===== config.mk =====
export PLATFORM = sky130hd
export DESIGN_NAME = router_pkt_tx_flat
export DESIGN_NICKNAME = d
export VERILOG_FILES = /design/src/rtl/router_pkg.sv /design/src/rtl/router_pkt_tx_if.sv /design/src/rtl/router_err_cnt.sv /design/src/rtl/router_pkt_tx.sv /design/src/flat_wrapper.sv
export SDC_FILE = /design/constraint.sdc
export NUM_CORES = 1
export LEC_CHECK = 0
export ABC_AREA = 1
export BUFFER_PORTS_ARGS = -buffer_cell sky130_fd_sc_hd__buf_2
export CAP_MARGIN = 40
export CELL_PAD_IN_SITES_DETAIL_PLACEMENT = 0
export CELL_PAD_IN_SITES_GLOBAL_PLACEMENT = 2
export CORE_MARGIN = 2
export CORE_UTILIZATION = 25
export CTS_BUF_LIST = sky130_fd_sc_hd__clkbuf_8 sky130_fd_sc_hd__clkbuf_16
export DETAILED_ROUTE_END_ITERATION = 16
export PLACE_DENSITY = 0.63
export SETUP_SLACK_MARGIN = 0.05
export SLEW_MARGIN = 20
export SYNTH_ARGS = -nofsm -noshare
export SYNTH_HDL_FRONTEND = slang
export SYNTH_HIERARCHICAL = 1
export SYNTH_SLANG_ARGS = --single-unit
export TNS_END_PERCENT = 100

===== constraint.sdc =====
create_clock -name clk -period 4 [get_ports clk]
set_input_delay 0.8 -clock clk [delete_from_list [all_inputs] [get_ports clk]]
set_output_delay 0.8 -clock clk [all_outputs]
set_load 0.03 [all_outputs]

===== src/rtl/router_pkg.sv =====
// Shared definitions for the router packet transmitter: FSM state type,
// header field layout, the illegal destination code and header helpers.
package router_pkg;

    localparam int BYTE_W   = 8;
    localparam int DEST_W   = 2;
    localparam int LEN_W    = 6;
    localparam int DEST_LSB = 0;
    localparam int LEN_LSB  = DEST_W;

    // Destination 3 does not exist on the 1x3 router
    localparam logic [DEST_W-1:0] DEST_ILLEGAL = 2'b11;

    typedef enum logic [2:0] {
        ST_IDLE,
        ST_HEADER,
        ST_PAYLOAD,
        ST_PARITY,
        ST_GAP
    } tx_state_t;

    // Header byte carries the length in the upper bits and dest in the lower bits
    function automatic logic [BYTE_W-1:0] build_header(
        input logic [LEN_W-1:0]  len,
        input logic [DEST_W-1:0] dest
    );
        logic [BYTE_W-1:0] hdr;
        hdr                     = '0;
        hdr[LEN_LSB  +: LEN_W]  = len;
        hdr[DEST_LSB +: DEST_W] = dest;
        return hdr;
    endfunction

    // A request is only sendable with a real destination and a non-empty payload
    function automatic logic req_is_legal(
        input logic [DEST_W-1:0] dest,
        input logic [LEN_W-1:0]  len
    );
        return (dest != DEST_ILLEGAL) && (len != '0);
    endfunction

endpackage


===== src/rtl/router_pkt_tx_if.sv =====
// Request, payload and router-side byte bus of the packet transmitter.
// The master modport is the transmitter itself; slave is the traffic
// source / router model on the other side.
interface router_pkt_tx_if;
    import router_pkg::*;

    logic                 req_valid;
    logic [DEST_W-1:0]    req_dest;
    logic [LEN_W-1:0]     req_len;
    logic                 req_ready;

    logic [BYTE_W-1:0]    pl_data;
    logic                 pl_valid;
    logic                 pl_ready;

    logic [BYTE_W-1:0]    data;
    logic                 pkt_valid;
    logic                 busy;

    modport master (
        input  req_valid, req_dest, req_len,
        input  pl_data, pl_valid,
        input  busy,
        output req_ready, pl_ready,
        output data, pkt_valid
    );

    modport slave (
        output req_valid, req_dest, req_len,
        output pl_data, pl_valid,
        output busy,
        input  req_ready, pl_ready,
        input  data, pkt_valid
    );

endinterface


===== src/rtl/router_err_cnt.sv =====
// Counts rising edges of the router err line into a saturating counter.
module router_err_cnt #(
    parameter int ERR_CNT_W = 8
) (
    input  logic                 clk,
    input  logic                 rst,
    input  logic                 err,
    output logic [ERR_CNT_W-1:0] err_cnt
);

    logic err_q;
    logic err_rise;

    assign err_rise = err & ~err_q;

    // Delay err by one cycle and bump the counter on each 0->1 edge, stopping at all-ones
    always_ff @(posedge clk or posedge rst) begin
        if (rst) begin
            err_q   <= 1'b0;
            err_cnt <= '0;
        end else begin
            err_q <= err;
            if (err_rise && (err_cnt != '1)) begin
                err_cnt <= err_cnt + ERR_CNT_W'(1);
            end
        end
    end

endmodule


===== src/rtl/router_pkt_tx.sv =====
// Transmit end of the router input port. Turns a (dest, len) request plus a
// payload byte stream into header / payload / parity bytes on data/pkt_valid,
// holding the current byte while the router reports busy, then forcing IPG
// idle cycles before the next header.
// Optional build macro ROUTER_PAR_INJECT_EN adds the inj_par input, which
// inverts the parity byte of the packet it was sampled with.
module router_pkt_tx
    import router_pkg::*;
#(
    parameter int IPG       = 2,
    parameter int ERR_CNT_W = 8
) (
    input  logic                 clk,
    input  logic                 rst,
    router_pkt_tx_if.master      bus,
    input  logic                 err,
`ifdef ROUTER_PAR_INJECT_EN
    input  logic                 inj_par,
`endif
    output logic                 pkt_done,
    output logic                 req_drop,
    output logic [ERR_CNT_W-1:0] err_cnt
);

    // A zero gap would let the router see parity and the next header back to back
    localparam int IPG_EFF = (IPG < 1) ? 1 : IPG;
    localparam int GAP_W   = $clog2(IPG_EFF + 1);

    tx_state_t          state_q, state_n;
    logic [BYTE_W-1:0]  data_q, data_n;
    logic               pkt_valid_q, pkt_valid_n;
    logic [BYTE_W-1:0]  parity_q, parity_n;
    logic [LEN_W-1:0]   remaining_q, remaining_n;
    logic [GAP_W-1:0]   gap_q, gap_n;
    logic               req_ready_q, req_ready_n;
    logic               pkt_done_q, pkt_done_n;
    logic               req_drop_q, req_drop_n;
    logic               pl_ready_c;

    logic               req_fire;
    logic               req_legal;
    logic [BYTE_W-1:0]  header_byte;
    logic [BYTE_W-1:0]  parity_out;

    assign req_fire    = bus.req_valid && req_ready_q;
    assign req_legal   = req_is_legal(bus.req_dest, bus.req_len);
    assign header_byte = build_header(bus.req_len, bus.req_dest);

`ifdef ROUTER_PAR_INJECT_EN
    logic inj_q;

    // Remember whether this packet should carry a deliberately wrong parity byte
    always_ff @(posedge clk or posedge rst) begin
        if (rst) begin
            inj_q <= 1'b0;
        end else if ((state_q == ST_IDLE) && req_fire && req_legal) begin
            inj_q <= inj_par;
        end
    end

    assign parity_out = parity_q ^ {BYTE_W{inj_q}};
`else
    assign parity_out = parity_q;
`endif

    // Next-state and next-output decode; every register holds unless a case below moves it
    always_comb begin
        state_n     = state_q;
        data_n      = data_q;
        pkt_valid_n = pkt_valid_q;
        parity_n    = parity_q;
        remaining_n = remaining_q;
        gap_n       = gap_q;
        pkt_done_n  = 1'b0;
        req_drop_n  = 1'b0;
        pl_ready_c  = 1'b0;

        case (state_q)
            ST_IDLE: begin
                if (req_fire) begin
                    if (req_legal) begin
                        state_n     = ST_HEADER;
                        data_n      = header_byte;
                        pkt_valid_n = 1'b1;
                        parity_n    = header_byte;
                        remaining_n = bus.req_len;
                    end else begin
                        req_drop_n  = 1'b1;
                    end
                end
            end

            ST_HEADER: begin
                if (!bus.busy) begin
                    state_n     = ST_PAYLOAD;
                    pkt_valid_n = 1'b0;
                end
            end

            ST_PAYLOAD: begin
                // With busy low the slot is either empty or handing its byte over this edge
                pl_ready_c = !bus.busy && (remaining_q != '0);
                if (!bus.busy) begin
                    if (pl_ready_c && bus.pl_valid) begin
                        data_n      = bus.pl_data;
                        pkt_valid_n = 1'b1;
                        parity_n    = parity_q ^ bus.pl_data;
                        remaining_n = remaining_q - LEN_W'(1);
                    end else if (pkt_valid_q && (remaining_q == '0)) begin
                        state_n     = ST_PARITY;
                        data_n      = parity_out;
                        pkt_valid_n = 1'b0;
                    end else begin
                        pkt_valid_n = 1'b0;
                    end
                end
            end

            ST_PARITY: begin
                if (!bus.busy) begin
                    state_n    = ST_GAP;
                    data_n     = '0;
                    pkt_done_n = 1'b1;
                    gap_n      = '0;
                end
            end

            ST_GAP: begin
                if (gap_q == GAP_W'(IPG_EFF - 1)) begin
                    state_n = ST_IDLE;
                end else begin
                    gap_n = gap_q + GAP_W'(1);
                end
            end

            default: begin
                state_n     = ST_IDLE;
                data_n      = '0;
                pkt_valid_n = 1'b0;
            end
        endcase

        req_ready_n = (state_n == ST_IDLE);
    end

    // State and output registers; reset abandons any packet in flight
    always_ff @(posedge clk or posedge rst) begin
        if (rst) begin
            state_q     <= ST_IDLE;
            data_q      <= '0;
            pkt_valid_q <= 1'b0;
            parity_q    <= '0;
            remaining_q <= '0;
            gap_q       <= '0;
            req_ready_q <= 1'b0;
            pkt_done_q  <= 1'b0;
            req_drop_q  <= 1'b0;
        end else begin
            state_q     <= state_n;
            data_q      <= data_n;
            pkt_valid_q <= pkt_valid_n;
            parity_q    <= parity_n;
            remaining_q <= remaining_n;
            gap_q       <= gap_n;
            req_ready_q <= req_ready_n;
            pkt_done_q  <= pkt_done_n;
            req_drop_q  <= req_drop_n;
        end
    end

    assign bus.req_ready = req_ready_q;
    assign bus.pl_ready  = pl_ready_c;
    assign bus.data      = data_q;
    assign bus.pkt_valid = pkt_valid_q;
    assign pkt_done      = pkt_done_q;
    assign req_drop      = req_drop_q;

    router_err_cnt #(
        .ERR_CNT_W (ERR_CNT_W)
    ) u_err_cnt (
        .clk     (clk),
        .rst     (rst),
        .err     (err),
        .err_cnt (err_cnt)
    );

endmodule


===== src/flat_wrapper.sv =====
// flat-port wrapper written by rule: the top's interface ports become plain ports
module router_pkt_tx_flat import router_pkg::*;
#(
    parameter int IPG       = 2,
    parameter int ERR_CNT_W = 8
)
  (clk, rst, err, pkt_done, req_drop, err_cnt, bus_req_valid, bus_req_dest, bus_req_len, bus_pl_data, bus_pl_valid, bus_busy, bus_req_ready, bus_pl_ready, bus_data, bus_pkt_valid);
  router_pkt_tx_if bus_i ();
  input  logic clk;
  input  logic rst;
  input  logic err;
  output logic pkt_done;
  output logic req_drop;
  output logic [ERR_CNT_W-1:0] err_cnt;
  input wire logic [$bits(bus_i.req_valid)-1:0] bus_req_valid;
  input wire logic [$bits(bus_i.req_dest)-1:0] bus_req_dest;
  input wire logic [$bits(bus_i.req_len)-1:0] bus_req_len;
  input wire logic [$bits(bus_i.pl_data)-1:0] bus_pl_data;
  input wire logic [$bits(bus_i.pl_valid)-1:0] bus_pl_valid;
  input wire logic [$bits(bus_i.busy)-1:0] bus_busy;
  output wire logic [$bits(bus_i.req_ready)-1:0] bus_req_ready;
  output wire logic [$bits(bus_i.pl_ready)-1:0] bus_pl_ready;
  output wire logic [$bits(bus_i.data)-1:0] bus_data;
  output wire logic [$bits(bus_i.pkt_valid)-1:0] bus_pkt_valid;
  assign bus_i.req_valid = bus_req_valid;
  assign bus_i.req_dest = bus_req_dest;
  assign bus_i.req_len = bus_req_len;
  assign bus_i.pl_data = bus_pl_data;
  assign bus_i.pl_valid = bus_pl_valid;
  assign bus_i.busy = bus_busy;
  assign bus_req_ready = bus_i.req_ready;
  assign bus_pl_ready = bus_i.pl_ready;
  assign bus_data = bus_i.data;
  assign bus_pkt_valid = bus_i.pkt_valid;
  router_pkt_tx #(.IPG(IPG), .ERR_CNT_W(ERR_CNT_W)) u_core (.clk(clk), .rst(rst), .bus(bus_i), .err(err), .pkt_done(pkt_done), .req_drop(req_drop), .err_cnt(err_cnt));
endmodule

Word level (Yosys, flattened, before mapping)
Index checks and enable logic that the tools add are counted.

cells by class
  bitwise gates (word level) = 5
  add/sub/neg operators = 3
  equal/unequal tests = 15
  reductions and logical operators = 20
  mux-type cells = 39

operators by type and width
  cell                 count
  $mux 8               8
  $pmux 8 s4           1
  $mux 3               8
  $mux 6               4
  $pmux 8 s2           1
  $pmux 3 s5           1
  $pmux 6 s2           1
  $reduce_bool 6->1    2
  $mux 1               11
  $ne 2x2->1 const B   5
  $reduce_and 5->1     2
  $add 8x1->8 const B  1
  $ne 8x8->1 const B   1
  $xor 8x8->8          1
  $eq 3x2->1 const B   2
  $logic_and 1x1->1    6
  $logic_not 3->1      2
  $logic_not 6->1      1
  $ne 2x1->1 const B   3
  $reduce_and 6->1     1
  $sub 6x1->6 const B  1
  $mux 2               2
  $pmux 1 s4           1
  $pmux 2 s2           1
  11 further kinds     15

word-level totals
  register bits = 40
  logic and storage cells = 93
  output and inout bits = 21

Longest topological paths before layout
  depth in word-level cells = 7
  gate-level depth with buffers = 10
  depth with buffers taken out = 9

Hierarchy
Netlist, hierarchy kept.

by module, submodules not included
  module          times used  area each (µm²)  cells each
  router_pkt_tx   1           1,940.6          253
  router_err_cnt  1           523.0            68

Worst setup path after synthesis
Ideal clock, no wire load.

  path type = in2out
  from = input bus_busy
  to = output bus_pl_ready
  data arrival time = 1.686 ns
  required time = 3.200 ns
  stages on the path = 2
  buffers on the path = 1
  slack = 1.514 ns
  cells stage by stage = buf_2 > nor3_1

on the way
  cells in the longest elaborated chain, start to end = 3

ends and longest elaborated chain
  element             line                  RTL
  start: declaration  flat_wrapper.sv:20    input wire logic [$bits(bus_i.busy)-1:0] bus_busy;
  $logic_not 1->1     -
  $logic_and 1x1->1   router_pkt_tx.sv:102  pl_ready_c = !bus.busy && (remaining_q != '0);
  $mux 1              router_pkt_tx.sv:78   case (state_q)
  end: declaration    flat_wrapper.sv:22    output wire logic [$bits(bus_i.pl_ready)-1:0] bus_pl_ready;

Every way passes these cells.

Worst setup path after layout
  from = register u_core.remaining_q[0]
  to = output bus_pl_ready

on the way
  cells in the longest elaborated chain, start to end = 3

ends and longest elaborated chain
  element                   line                  RTL
  start: declaration        router_pkt_tx.sv:33   logic [LEN_W-1:0] remaining_q, remaining_n;
  start signal: assignment  router_pkt_tx.sv:163  remaining_q <= remaining_n;
  $reduce_bool 6->1         router_pkt_tx.sv:102
  $logic_and 1x1->1         router_pkt_tx.sv:102
  $mux 1                    router_pkt_tx.sv:78

Every way passes these cells.

==> results.txt <==
----------------------------------------------------
[Run status]
  Run status ... completed

[Synthesis]
  Cells after synthesis ... 321
  Xor/xnor share of the synthesized area ... 3.56%
  Main combinational cell family by area after synthesis ... simple AND/OR/NAND/NOR gates
  Total of warnings raised by yosys ... 6
  Synthesized flop and latch total ... 40
  Share of synthesized area occupied by flip-flops and latches ... 40.6%
  Count of distinct cell types in the synthesized netlist ... 35
  Post-synthesis average cell area ... 7.67 um2
  Adder-cell share of the synthesized area ... 1.52%
  Multiplexer area fraction after synthesis ... 0.813%
  Simple logic cell fraction of the synthesized area ... 41.2%
  Mapped cell area ... 0.00246 mm2
  Share of the synthesized area in compound gates (AO/OA/AOI/OAI) ... 5.94%
  Post-synth net total ... 346

[Timing]
  Slew of the pin with the lowest slew margin ... 0.439 ns
  Tcrit/Tclk final ... 61.1%
  Worst Skew ... 0.00929 ns
  Final hold slack ... 0.469 ns
  Fmax ... 409 MHz
  Headroom to the max-slew limit ... 70.7%
  Final critical delay including setup and external delays ... 2.44 ns
  Number of slew-limit violations in the final report ... 0
  Number of endpoints with negative hold slack in the final report ... 0
  Final setup violation count ... 0
  Final sum of negative setup slack ... 0 ns
  Final Worst Setup Slack ... 1.56 ns
  Unrepaired setup endpoints after global routing ... no

[Clock tree]
  # H-tree levels ... 2
  Num Clock Sinks ... 40
  TritonCTS clock tree ... built
  Number of gates resized after CTS ... 0
  Number of buffers on the longest clock path ... 2
  Clock edge transition at the registers on the reported setup and hold paths ... 0.09 ns
  Clock Tree Root ... clkbuf_8
  Number of buffers inserted by post-CTS setup repair ... 0
  Number of buffers created by CTS ... 5
  Clock insertion delay at the later pin of the skew report ... 0.30 ns
  Post-cts hold buffer count ... 0

[Worst setup path]
  R2r endpoint ... u_core/bus.data[7]
  Launch point of the worst reg-to-reg path ... u_core/state_q[2]
  Critical path capture point type ... output port
  Slack of the worst reg-to-reg path ... 2.14 ns
  Category of the most critical setup path ... flop to output port
  Crit path max fanout ... 10
  Startpoint Class ... flop
  R2R depth ... 7
  Crit path DAT ... 1.64 ns
  Capturing element of the worst setup path ... bus_pl_ready
  Worst path required time ... 3.20 ns
  Start point of the critical path ... u_core/remaining_q[0]

[Global route]
  Global-route wire length before repair ... 11.0 mm
  Antenna violations before repair ... 0
  Maximum number of pins on one net before global-route repair ... 32
  Total gr overflow ... 0
  Vias in the first global route ... 2250
  GRT Util Overall ... 13.6%

[Power and ir drop]
  Share of total power in sequential cells ... 31.2%
  Internal Dissipation ... 1160 uW
  Power density over cell area ... 781 mW/mm2
  Final total power ... 2290 uW
  Leak pwr ... 0.00154 uW
  Peak supply drop ... 0.223 mV
  Proportion of power drawn by combinational gates ... 52.9%
  Fraction of power spent switching nets ... 49.4%
  P_sw ... 1130 uW
  Clock power frac ... 15.9%

[Drt]
  Number of nets still failing antenna checks after routing ... 0
  Detailed-router iteration count before antenna repair ... 4
  Wire length per cell after detailed routing ... 13.3 um
  DR vias ... 2174
  Detailed Route WL ... 6.65 mm
  Detail-routed via count per cell ... 4.36
  Iteration-0 DRC Markers ... 117
  Count of unresolved DRC violations after routing ... 0

[Floorplanning]
  Area inside the core boundary ... 0.00968 mm2
  IO Count ... 43
  Starting density of the core ... 25.4%
  Overall die area ... 0.0107 mm2
  Die Ht ... 103 um
  Die X-Extent ... 103 um
  Site row count ... 36

[Placed design]
  Final HPWL DP ... 4.86 mm
  Port bufs ... 42
  # placed instances ... 490
  Post-placement worst setup slack ... 1.81 ns
  RD Place Congestion ... 0.715

[Layout]
  Net total in the final layout ... 390
  Leading cell type in the layout, fill and taps excluded ... nand2_1
  Post-synthesis to final-layout area growth ... 18.7%
  Antenna Diode Count ... 0
  Fraction of final layout cells sized beyond drive strength 1 ... 24.0%
  Layout filler cell count ... 1092
  Commonest non-fill, non-tap cells in the layout ... 110 x nand2_1, 42 x buf_2, 40 x dfrtp_1
  Final cell count without fillers ... 499

[Run]
  Max-capacitance violation count ... 0

[Worst hold path]
  Worst Hold Class ... primary input to async pin

----------------------------------------------------
==> worst min-delay path by stage <==
stage                             startpoint                     endpoint  slack [ns]  depth (start not counted)
after floorplan              u_core/gap_q[0]              u_core/gap_q[0]        0.45                          1
after global placement    u_core/bus.data[0]           u_core/bus.data[0]        0.45                          2
after detailed placement  u_core/bus.data[3]           u_core/bus.data[3]        0.46                          2
after CTS                                rst  u_core/u_err_cnt/err_cnt[4]        0.48                          2
after global routing                     rst  u_core/u_err_cnt/err_cnt[4]        0.51                          2
final                                    rst  u_core/u_err_cnt/err_cnt[4]        0.47                          2
==> power groups by stage <==
stage	Clock (uW)	Combinational (uW)	Sequential, uW
2_1_floorplan	0	854	818
3_3_place_gp	0	1210	723
3_5_place_dp	0	1220	723
4_1_cts	377	1230	716
5_1_grt	393	1390	742
6_report	364	1210	714
==> per-layer routing <==
layer	routed length, um	track usage [%]	part of all wire [%]	vias up
met5	0	0	0	-
met2	3260	24.3	49	40
met1	3040	16.5	46	1011
met4	94	4.05	1.4	0
li1	-	-	-	1115
met3	254	2.62	3.8	8
==> flip-flops by register name, indices dropped and copies added, names as in the netlist <==
name / count
u_core/bus.data: 8
u_core/bus.pkt_valid: 1
u_core/bus.req_ready: 1
u_core/gap_q: 2
u_core/parity_out: 8
u_core/pkt_done: 1
u_core/remaining_q: 6
u_core/req_drop: 1
u_core/state_q: 3
u_core/u_err_cnt/err_cnt: 8
u_core/u_err_cnt/err_q: 1
==> cells by family after synthesis <==
group / after synthesis
adders and majority gates: 3
xor gates and xnor gates: 10
DFF: 40
buffers and inverters: 34
and+or+nand+nor: 208
AOI/OAI and AO/OA: 24
muxes: 2
==> Yosys cell counts, drive strengths merged <==
| library cell | count | share of area [%] |
|---|---|---|
| nand3b | 4 | 1.2 |
| o211ai | 1 | 0.30 |
| nand3 | 28 | 6.4 |
| clkbuf | 1 | 0.15 |
| o21ai | 19 | 4.6 |
| a21oi | 2 | 0.41 |
| xnor2 | 8 | 2.8 |
| buf | 6 | 1.9 |
| nor3 | 4 | 1.0 |
| mux2i | 2 | 0.81 |
| inv | 27 | 4.2 |
| or2 | 1 | 0.25 |
| ha | 3 | 1.5 |
| a21o | 1 | 0.30 |
| nand2 | 127 | 22 |
| nand4 | 13 | 3.3 |
| nor2 | 31 | 7.2 |
| o21bai | 1 | 0.30 |
| xor2 | 2 | 0.71 |
| dfrtp | 40 | 41 |
==> final cells by class <==
cell class              instances  area [um2]  area share, %
clock inverters                 2        38.8           1.33
well taps                     133         166           5.69
multi-input cells             247        1310           44.7
inverters                      27         104           3.55
clock buffers                   6        82.6           2.82
repair buffers                 44         225           7.70
flip-flops and latches         40        1000           34.2
==> stage by stage <==
| stage | utilization, % | instance area (um2) |
|---|---|---|
| after floorplan | - | 2460 |
| after global placement | 28.9 | 2800 |
| after detailed placement | 28.9 | 2800 |
| after CTS | 30.1 | 2920 |
| after global routing | 30.2 | 2930 |
| final | 30.2 | 2930 |
==> critical path, stage by stage (launching register included) <==
cell     delay (ns)
dfrtp_1        0.37
inv_1          0.07
ha_1           0.27
nand3_4        0.19
inv_1          0.09
nor3_1         0.12
buf_2          0.22
Note: power is estimated with default switching activity, not from simulation.
